==> config.mk <==
export PLATFORM = sky130hd
export DESIGN_NAME = brick_wall_flat
export DESIGN_NICKNAME = d
export VERILOG_FILES = /design/src/rtl/breakout_pkg.sv /design/src/rtl/brick_wall_if.sv /design/src/rtl/brick_rect.sv /design/src/rtl/brick_wall.sv /design/src/flat_wrapper.sv
export SDC_FILE = /design/constraint.sdc
export NUM_CORES = 1
export LEC_CHECK = 0
export BUFFER_PORTS_ARGS = -buffer_cell sky130_fd_sc_hd__buf_2
export CORE_ASPECT_RATIO = 1.5
export CORE_MARGIN = 1
export CORE_UTILIZATION = 55
export CTS_CLUSTER_SIZE = 8
export DETAILED_ROUTE_END_ITERATION = 10
export PLACE_DENSITY_LB_ADDON = 0.05
export SKIP_LAST_GASP = 1
export SYNTH_ARGS = -nofsm -noshare
export SYNTH_HDL_FRONTEND = slang
export SYNTH_SLANG_ARGS = --single-unit
==> constraint.sdc <==
create_clock -name clock -period 4.7 [get_ports clock]
set_input_delay 0 -clock clock [delete_from_list [all_inputs] [get_ports clock]]
set_output_delay 0 -clock clock [all_outputs]
set_load 0.01 [all_outputs]
==> src/rtl/breakout_pkg.sv <==
// Shared Breakout constants: screen limits, ball defaults, coordinate widths
// and the brick-wall collision FSM encoding.
package breakout_pkg;

    localparam int SCREEN_W   = 640;
    localparam int SCREEN_H   = 480;
    localparam int COORD_W    = 10;
    localparam int GEOM_W     = 11;
    localparam int R_BALL_DEF = 8;

    typedef enum logic [1:0] {
        S_IDLE   = 2'd0,
        S_SCAN   = 2'd1,
        S_STRIKE = 2'd2
    } wall_state_t;

    // Low edge of the ball box along one axis, clamped at 0.
    function automatic logic [GEOM_W-1:0] box_lo(input logic [COORD_W-1:0] c, input int r);
        logic [GEOM_W-1:0] c_w;
        c_w = {1'b0, c};
        return (c_w >= GEOM_W'(r)) ? c_w - GEOM_W'(r) : '0;
    endfunction

endpackage

==> src/rtl/brick_wall_if.sv <==
// Bus between the brick wall and the game/VGA logic: ball and pixel
// coordinates in, collision result, paint data and wall status out.
interface brick_wall_if #(
    parameter int HIT_W = 2
) ();
    import breakout_pkg::*;

    // frame_tick is a one-cycle request that is taken only while busy=0;
    // hit is the one-cycle completion and bounce_x/bounce_y are qualified by it.
    logic               frame_tick;
    logic [COORD_W-1:0] x_ball;
    logic [COORD_W-1:0] y_ball;
    logic [COORD_W-1:0] next_x;
    logic [COORD_W-1:0] next_y;
    logic               brick_pixel;
    logic [HIT_W-1:0]   brick_hits;
    logic               hit;
    logic               bounce_x;
    logic               bounce_y;
    logic [7:0]         bricks_left;
    logic               all_clear;
    logic               busy;
    wall_state_t        state;

    modport master (
        output frame_tick, x_ball, y_ball, next_x, next_y,
        input  brick_pixel, brick_hits, hit, bounce_x, bounce_y,
        input  bricks_left, all_clear, busy, state
    );

    modport slave (
        input  frame_tick, x_ball, y_ball, next_x, next_y,
        output brick_pixel, brick_hits, hit, bounce_x, bounce_y,
        output bricks_left, all_clear, busy, state
    );

endinterface

==> src/rtl/brick_rect.sv <==
// Brick index to screen rectangle; inclusive corners (x0,y0)-(x1,y1).
module brick_rect
    import breakout_pkg::*;
#(
    parameter int COLS     = 8,
    parameter int BRICK_W  = 72,
    parameter int BRICK_H  = 16,
    parameter int GAP      = 8,
    parameter int X_ORIGIN = 16,
    parameter int Y_ORIGIN = 40,
    parameter int IDX_W    = 5
) (
    input  logic [IDX_W-1:0]  idx,
    output logic [GEOM_W-1:0] x0,
    output logic [GEOM_W-1:0] y0,
    output logic [GEOM_W-1:0] x1,
    output logic [GEOM_W-1:0] y1
);

    logic [GEOM_W-1:0] row;
    logic [GEOM_W-1:0] col;

    always_comb begin
        row = GEOM_W'(32'(idx) / COLS);
        col = GEOM_W'(32'(idx) % COLS);
        x0  = GEOM_W'(X_ORIGIN) + col * GEOM_W'(BRICK_W + GAP);
        y0  = GEOM_W'(Y_ORIGIN) + row * GEOM_W'(BRICK_H + GAP);
        x1  = x0 + GEOM_W'(BRICK_W - 1);
        y1  = y0 + GEOM_W'(BRICK_H - 1);
    end

endmodule

==> src/rtl/brick_wall.sv <==
// Breakout brick field: per-brick hit counters, one-brick-per-frame collision
// scan with bounce-axis report, and a registered paint path for the VGA colour logic.
module brick_wall
    import breakout_pkg::*;
#(
    parameter int ROWS     = 4,
    parameter int COLS     = 8,
    parameter int BRICK_W  = 72,
    parameter int BRICK_H  = 16,
    parameter int GAP      = 8,
    parameter int X_ORIGIN = 16,
    parameter int Y_ORIGIN = 40,
    parameter int R_BALL   = R_BALL_DEF,
    parameter int HIT_W    = 2,
    parameter int MAX_HITS = 1
) (
    input  logic         clock,
    input  logic         reset,
    input  logic         restart,
    input  logic         freeze,
    brick_wall_if.slave  bus
);

    localparam int N     = ROWS * COLS;
    localparam int IDX_W = (N > 1) ? $clog2(N) : 1;

    wall_state_t        state;
    logic [IDX_W-1:0]   idx;
    logic [COORD_W-1:0] cx;
    logic [COORD_W-1:0] cy;
    logic [HIT_W-1:0]   hits [N];
    logic [7:0]         left;
    logic               all_clear_q;
    logic               hit_q;
    logic               bx_q;
    logic               by_q;

    // Rectangle of the brick currently under test; idx is held through STRIKE.
    logic [GEOM_W-1:0] sx0, sy0, sx1, sy1;

    brick_rect #(
        .COLS(COLS), .BRICK_W(BRICK_W), .BRICK_H(BRICK_H), .GAP(GAP),
        .X_ORIGIN(X_ORIGIN), .Y_ORIGIN(Y_ORIGIN), .IDX_W(IDX_W)
    ) u_scan_rect (
        .idx(idx), .x0(sx0), .y0(sy0), .x1(sx1), .y1(sy1)
    );

    logic [GEOM_W-1:0] bl_x, bh_x, bl_y, bh_y;
    logic              overlap;
    logic              live;
    logic              in_x;
    logic              in_y;

    always_comb begin
        bl_x    = box_lo(cx, R_BALL);
        bl_y    = box_lo(cy, R_BALL);
        bh_x    = {1'b0, cx} + GEOM_W'(R_BALL);
        bh_y    = {1'b0, cy} + GEOM_W'(R_BALL);
        overlap = (bl_x <= sx1) && (bh_x >= sx0) && (bl_y <= sy1) && (bh_y >= sy0);
        live    = (hits[idx] != '0);
        in_x    = ({1'b0, cx} >= sx0) && ({1'b0, cx} <= sx1);
        in_y    = ({1'b0, cy} >= sy0) && ({1'b0, cy} <= sy1);
    end

    always_ff @(posedge clock) begin
        if (reset || restart) begin
            state       <= S_IDLE;
            idx         <= '0;
            cx          <= '0;
            cy          <= '0;
            for (int i = 0; i < N; i++) hits[i] <= HIT_W'(MAX_HITS);
            left        <= 8'(N);
            all_clear_q <= 1'b0;
            hit_q       <= 1'b0;
            bx_q        <= 1'b0;
            by_q        <= 1'b0;
        end else begin
            hit_q       <= 1'b0;
            bx_q        <= 1'b0;
            by_q        <= 1'b0;
            all_clear_q <= (left == 8'd0);
            case (state)
                S_IDLE: begin
                    if (bus.frame_tick && !freeze && !all_clear_q) begin
                        cx    <= bus.x_ball;
                        cy    <= bus.y_ball;
                        idx   <= '0;
                        state <= S_SCAN;
                    end
                end
                S_SCAN: begin
                    if (live && overlap) begin
                        state <= S_STRIKE;
                    end else if (idx == IDX_W'(N - 1)) begin
                        state <= S_IDLE;
                    end else begin
                        idx <= idx + 1'b1;
                    end
                end
                S_STRIKE: begin
                    hits[idx] <= hits[idx] - 1'b1;
                    if (hits[idx] == HIT_W'(1)) left <= left - 8'd1;
                    hit_q <= 1'b1;
                    // A corner strike (centre outside both spans) reverses both axes.
                    bx_q  <= in_y || !in_x;
                    by_q  <= in_x || !in_y;
                    state <= S_IDLE;
                end
                default: state <= S_IDLE;
            endcase
        end
    end

    logic [N-1:0]     on_brick;
    logic [HIT_W-1:0] pix_hits [N];
    logic [HIT_W-1:0] pix_or;
    logic             brick_pixel_q;
    logic [HIT_W-1:0] brick_hits_q;

    for (genvar g = 0; g < N; g++) begin : g_pix
        logic [GEOM_W-1:0] px0, py0, px1, py1;

        brick_rect #(
            .COLS(COLS), .BRICK_W(BRICK_W), .BRICK_H(BRICK_H), .GAP(GAP),
            .X_ORIGIN(X_ORIGIN), .Y_ORIGIN(Y_ORIGIN), .IDX_W(IDX_W)
        ) u_rect (
            .idx(IDX_W'(g)), .x0(px0), .y0(py0), .x1(px1), .y1(py1)
        );

        assign on_brick[g] = ({1'b0, bus.next_x} >= px0) && ({1'b0, bus.next_x} <= px1) &&
                             ({1'b0, bus.next_y} >= py0) && ({1'b0, bus.next_y} <= py1) &&
                             (hits[g] != '0);
        assign pix_hits[g] = on_brick[g] ? hits[g] : '0;
    end

    // Bricks never overlap, so at most one term is non-zero.
    always_comb begin
        pix_or = '0;
        for (int i = 0; i < N; i++) pix_or = pix_or | pix_hits[i];
    end

    always_ff @(posedge clock) begin
        if (reset || restart) begin
            brick_pixel_q <= 1'b0;
            brick_hits_q  <= '0;
        end else begin
            brick_pixel_q <= |on_brick;
            brick_hits_q  <= pix_or;
        end
    end

    assign bus.brick_pixel = brick_pixel_q;
    assign bus.brick_hits  = brick_hits_q;
    assign bus.hit         = hit_q;
    assign bus.bounce_x    = bx_q;
    assign bus.bounce_y    = by_q;
    assign bus.bricks_left = left;
    assign bus.all_clear   = all_clear_q;
    assign bus.busy        = (state != S_IDLE);
    assign bus.state       = state;

endmodule

==> src/flat_wrapper.sv <==
// flat-port wrapper written by rule: the top's interface ports become plain ports
module brick_wall_flat import breakout_pkg::*;
#(
    parameter int ROWS     = 4,
    parameter int COLS     = 8,
    parameter int BRICK_W  = 72,
    parameter int BRICK_H  = 16,
    parameter int GAP      = 8,
    parameter int X_ORIGIN = 16,
    parameter int Y_ORIGIN = 40,
    parameter int R_BALL   = R_BALL_DEF,
    parameter int HIT_W    = 2,
    parameter int MAX_HITS = 1
)
  (clock, reset, restart, freeze, bus_frame_tick, bus_x_ball, bus_y_ball, bus_next_x, bus_next_y, bus_brick_pixel, bus_brick_hits, bus_hit, bus_bounce_x, bus_bounce_y, bus_bricks_left, bus_all_clear, bus_busy, bus_state);
  brick_wall_if #(.HIT_W(HIT_W)) bus_i ();
  input  logic clock;
  input  logic reset;
  input  logic restart;
  input  logic freeze;
  input wire logic [$bits(bus_i.frame_tick)-1:0] bus_frame_tick;
  input wire logic [$bits(bus_i.x_ball)-1:0] bus_x_ball;
  input wire logic [$bits(bus_i.y_ball)-1:0] bus_y_ball;
  input wire logic [$bits(bus_i.next_x)-1:0] bus_next_x;
  input wire logic [$bits(bus_i.next_y)-1:0] bus_next_y;
  output wire logic [$bits(bus_i.brick_pixel)-1:0] bus_brick_pixel;
  output wire logic [$bits(bus_i.brick_hits)-1:0] bus_brick_hits;
  output wire logic [$bits(bus_i.hit)-1:0] bus_hit;
  output wire logic [$bits(bus_i.bounce_x)-1:0] bus_bounce_x;
  output wire logic [$bits(bus_i.bounce_y)-1:0] bus_bounce_y;
  output wire logic [$bits(bus_i.bricks_left)-1:0] bus_bricks_left;
  output wire logic [$bits(bus_i.all_clear)-1:0] bus_all_clear;
  output wire logic [$bits(bus_i.busy)-1:0] bus_busy;
  output wire logic [$bits(bus_i.state)-1:0] bus_state;
  assign bus_i.frame_tick = bus_frame_tick;
  assign bus_i.x_ball = bus_x_ball;
  assign bus_i.y_ball = bus_y_ball;
  assign bus_i.next_x = bus_next_x;
  assign bus_i.next_y = bus_next_y;
  assign bus_brick_pixel = bus_i.brick_pixel;
  assign bus_brick_hits = bus_i.brick_hits;
  assign bus_hit = bus_i.hit;
  assign bus_bounce_x = bus_i.bounce_x;
  assign bus_bounce_y = bus_i.bounce_y;
  assign bus_bricks_left = bus_i.bricks_left;
  assign bus_all_clear = bus_i.all_clear;
  assign bus_busy = bus_i.busy;
  assign bus_state = bus_i.state;
  brick_wall #(.ROWS(ROWS), .COLS(COLS), .BRICK_W(BRICK_W), .BRICK_H(BRICK_H), .GAP(GAP), .X_ORIGIN(X_ORIGIN), .Y_ORIGIN(Y_ORIGIN), .R_BALL(R_BALL), .HIT_W(HIT_W), .MAX_HITS(MAX_HITS)) u_core (.clock(clock), .reset(reset), .restart(restart), .freeze(freeze), .bus(bus_i));
endmodule
==> results.cfg <==
[run_status]
status = completed

[setup_path]
r2r_end = u_core.idx[0]
worst-endpoint-required_ns = 4.95
crit_path_max_incr_delay_ns = 0.52
r2r_cells = 17
slack_of_the_worst_reg_to_reg_path_ns = 0.60
number_of_cells_on_the_critical_path = 17
buffer_and_inverter_count_on_the_worst_path = 1
arrival_time_at_the_worst_endpoint_ns = 4.34
worstSetupStartpointType = flop
criticalPathCategory = flop to flop
timing.critical_path.from = u_core.idx[0]
worst_path_max_delay_cell = or3b_2
critPathMaxFanout = 7
worst_path_most_repeated_cell = ha_1
cp-end-kind = flop
regToRegStartpoint = u_core.idx[0]
kind_of_cell_adding_the_most_delay_to_the_critical_path = simple AND/OR/NAND/NOR gates
endpoint = u_core.idx[0]
timing.critical_path.cells = ha_1, ha_1, ha_1, and3_1, nand3_1, xor2_1, or3b_2, and2_1, ha_1, nand4_1, nor4_1, o21a_1, a221oi_2, o31ai_2, buf_4, nand3_1, o21ai_0

[clock_tree]
cts_max_level = 3
cts_buffers = 9
clkSlewWorstSetupHoldPaths_ns = 0.08
cts_tree = done
insertion_delay_ns = 0.35
post_cts_buffers = 0
cts.sink_count = 111
clockBufferDepth = 2
clk_root_buffer_cell = clkbuf_16

[route]
drc_errors = 0
avgRoutedWirePerCell_um = 19.3
drtAntennaViolNets = 0
detail_route.iter0.violations = 491
drt-total-wl_um = 19500
avgViaCountPerCell = 6.29
drt_first_pass_iters = 6
dr_total_vias = 6350

[synth]
dominantRegCellSynth = edfxtp_1
synth.top_cells.by_area = edfxtp_1, dfxtp_1, ha_1
synth_edf_count = 64
synthArstFlopShare_pct = 0
synth.largest_area_cell = edfxtp_1
synth_top_area_share_pct = 25.8
number_of_register_bits_inferred_by_synthesis = 111
synth_seq_area_share_pct = 38.4
post_synth.cell_area_avg_um2 = 9.42
syn_inst = 792
synth.net_count = 910
ys_warn_count = 0
mappedNetlistArea_um2 = 7460
netlist-cell-type-count = 65

[power_and_ir_drop]
power.share.switching_pct = 26.1
power_frac_seq_pct = 51.7
vdd.ir_drop.worst_v = 0.000189
total_leakage_power_nw = 3.23
power-per-cell-area_nw_per_um2 = 252
share_comb_of_total_power_pct = 10.9
cellInternalPower_mw = 1.55
net-switching-power_mw = 0.548
clkPwrFrac_pct = 37.5

[die]
initial_util_pct = 57.0
boundaryPins = 63
floorplan.core_area_um2 = 13100
die_h_um = 145
die_w_um = 97.1
row_count = 51
die_area_um2 = 14000

[sta]
skew_ns = 0.0120
grt_setup_unrepaired = no
hold_violations = 0
final-max-slew-violation-count = 0
timing.max_slew.rel_slack_pct = 31.0
final.period_utilization_pct = 87.2
timing.final.setup_violations = 0
worst_pin_slew_ns = 1.03
post-route-min-period_ns = 4.10
fmax_mhz = 244
final.setup.tns_ns = 0

[placement]
numPortBuffers = 56
postPlaceCellArea_um2 = 7830
detail_placement_hpwl_um = 15000
routabilityCongestion = 0.950

[global_routing]
globalRouteTotalUtil_pct = 28.5
grt_start_max_net_pins = 39
first_global_vias = 6366
globalRoute.totalOverflow = 0
wire_length_of_the_first_global_routing_pass_um = 31300
initial_antenna_violation_count = 0

[hold_path]
worst_hold_path_type = input pin to flop
hold_depth = 4

[final_layout]
nets = 963
multiInputGateArea_um2 = 4310
flow.area_growth_from_synthesis_pct = 11.9
n_antenna_cell = 0
stdcell_area_um2 = 8340
sequential_standard_cell_area_um2 = 2860
drive_gt1_share_pct = 13.8
final_common_cell = nand2_1
fill_count = 1114
final_cell_mix = nand2_1, nor2_1, ha_1, edfxtp_1, o21ai_0

[flow_run]
max_cap_viol_count = 0
==> per-layer routing <==
| layer | vias up | part of all wire, % | track usage, % |
|---|---|---|---|
| met3 | 67 | 4.3 | 2.90 |
| met5 | - | 0 | 0 |
| met1 | 3026 | 37 | 29.7 |
| met4 | 0 | 4.7 | 16.8 |
| met2 | 233 | 54 | 55.3 |
| li1 | 3024 | - | - |
==> registers in the layout, indices dropped and copies added, names as in the netlist, named ones only <==
signal,flops
u_core.bus.hit,1
u_core.bus.all_clear,1
u_core.bus.state,2
u_core.bus.brick_pixel,1
u_core.bus.bounce_y,1
u_core.idx,5
u_core.cy,10
u_core.bus.bricks_left,8
u_core.bus.brick_hits,2
u_core.cx,10
u_core.hits,64
u_core.bus.bounce_x,1
==> how the worst min path moves through the flow <==
stage                        from                        end  slack (ns)
global placement    bus_x_ball[6]               u_core.cx[6]        0.24
detailed placement  bus_y_ball[2]               u_core.cy[2]        0.25
CTS                         reset  u_core.bus.bricks_left[5]        0.12
floorplan           bus_x_ball[5]               u_core.cx[5]        0.14
finish                      reset  u_core.bus.bricks_left[5]        0.12
global route                reset  u_core.bus.bricks_left[5]        0.14
==> power groups by stage <==
| stage | sequential (mW) | clock (mW) | combinational, mW |
|---|---|---|---|
| 2_1_floorplan | 1.09 | 0 | 0.157 |
| 3_3_place_gp | 1.11 | 0 | 0.204 |
| 3_5_place_dp | 1.11 | 0 | 0.212 |
| 4_1_cts | 1.08 | 0.796 | 0.226 |
| 5_1_grt | 1.09 | 0.827 | 0.254 |
| 6_report | 1.08 | 0.787 | 0.229 |
==> cells by family after synthesis <==
logic type,synth area share (%)
flip-flops,38.4
buffers and inverters,3.88
multiplexers,6.61
AO/OA/AOI/OAI,16.2
XOR/XNOR,3.52
adder cells (fa/ha/maj),12.3
AND/OR/NAND/NOR,19.1
==> cells in the mapped netlist, types with 15 or more instances <==
cell type / number
a21oi_1: 48
clkbuf_1: 34
dfxtp_1: 47
edfxtp_1: 64
ha_1: 72
inv_1: 26
mux4_2: 20
nand2_1: 96
nand3_1: 39
nor2_1: 76
o21ai_0: 59
xnor2_1: 15
xor2_1: 15
==> worst reg2reg max path, cell delays in order, from the launching register on <==
cell and delay, ns:
dfxtp_1 0.32, ha_1 0.19, ha_1 0.21, ha_1 0.33
and3_1 0.19, nand3_1 0.10, xor2_1 0.22, or3b_2 0.52
and2_1 0.19, ha_1 0.31, nand4_1 0.15, nor4_1 0.19
o21a_1 0.17, a221oi_2 0.05, o31ai_2 0.45, buf_4 0.21
nand3_1 0.07, o21ai_0 0.14
==> repair_timing <==
| item | 4_1_cts | 5_1_grt |
|---|---|---|
| hold buffers | 20 | 0 |
| resized for setup | 0 | 1 |
| endpoints found under the setup margin | 0 | 2 |
| endpoints found under the hold margin | 20 | 0 |
==> final cells by class <==
type | count | area share [%]
Sequential cell | 111 | 34.3
Tap cell | 159 | 2.38
Multi-Input combinational cell | 610 | 51.7
Clock buffer | 10 | 2.86
Inverter | 26 | 1.17
Timing Repair Buffer | 87 | 6.75
Clock inverter | 6 | 0.810
==> through the flow <==
stage / hold slack (ns) / worst slack (ns) / power [mW] / instances / utilization (%)
6_report: 0.124 / 0.604 / 2.10 / 1009 / 63.8
5_1_grt: 0.144 / 0.230 / 2.17 / 1009 / 63.8
4_1_cts: 0.119 / 0.403 / 2.11 / 1009 / 63.7
3_5_place_dp: 0.246 / 0.438 / 1.32 / 973 / 59.9
3_3_place_gp: 0.242 / 0.648 / 1.31 / 973 / 59.9
2_1_floorplan: 0.136 / 0.832 / 1.25 / 792 / -
Power figures use the tool's default switching activity.
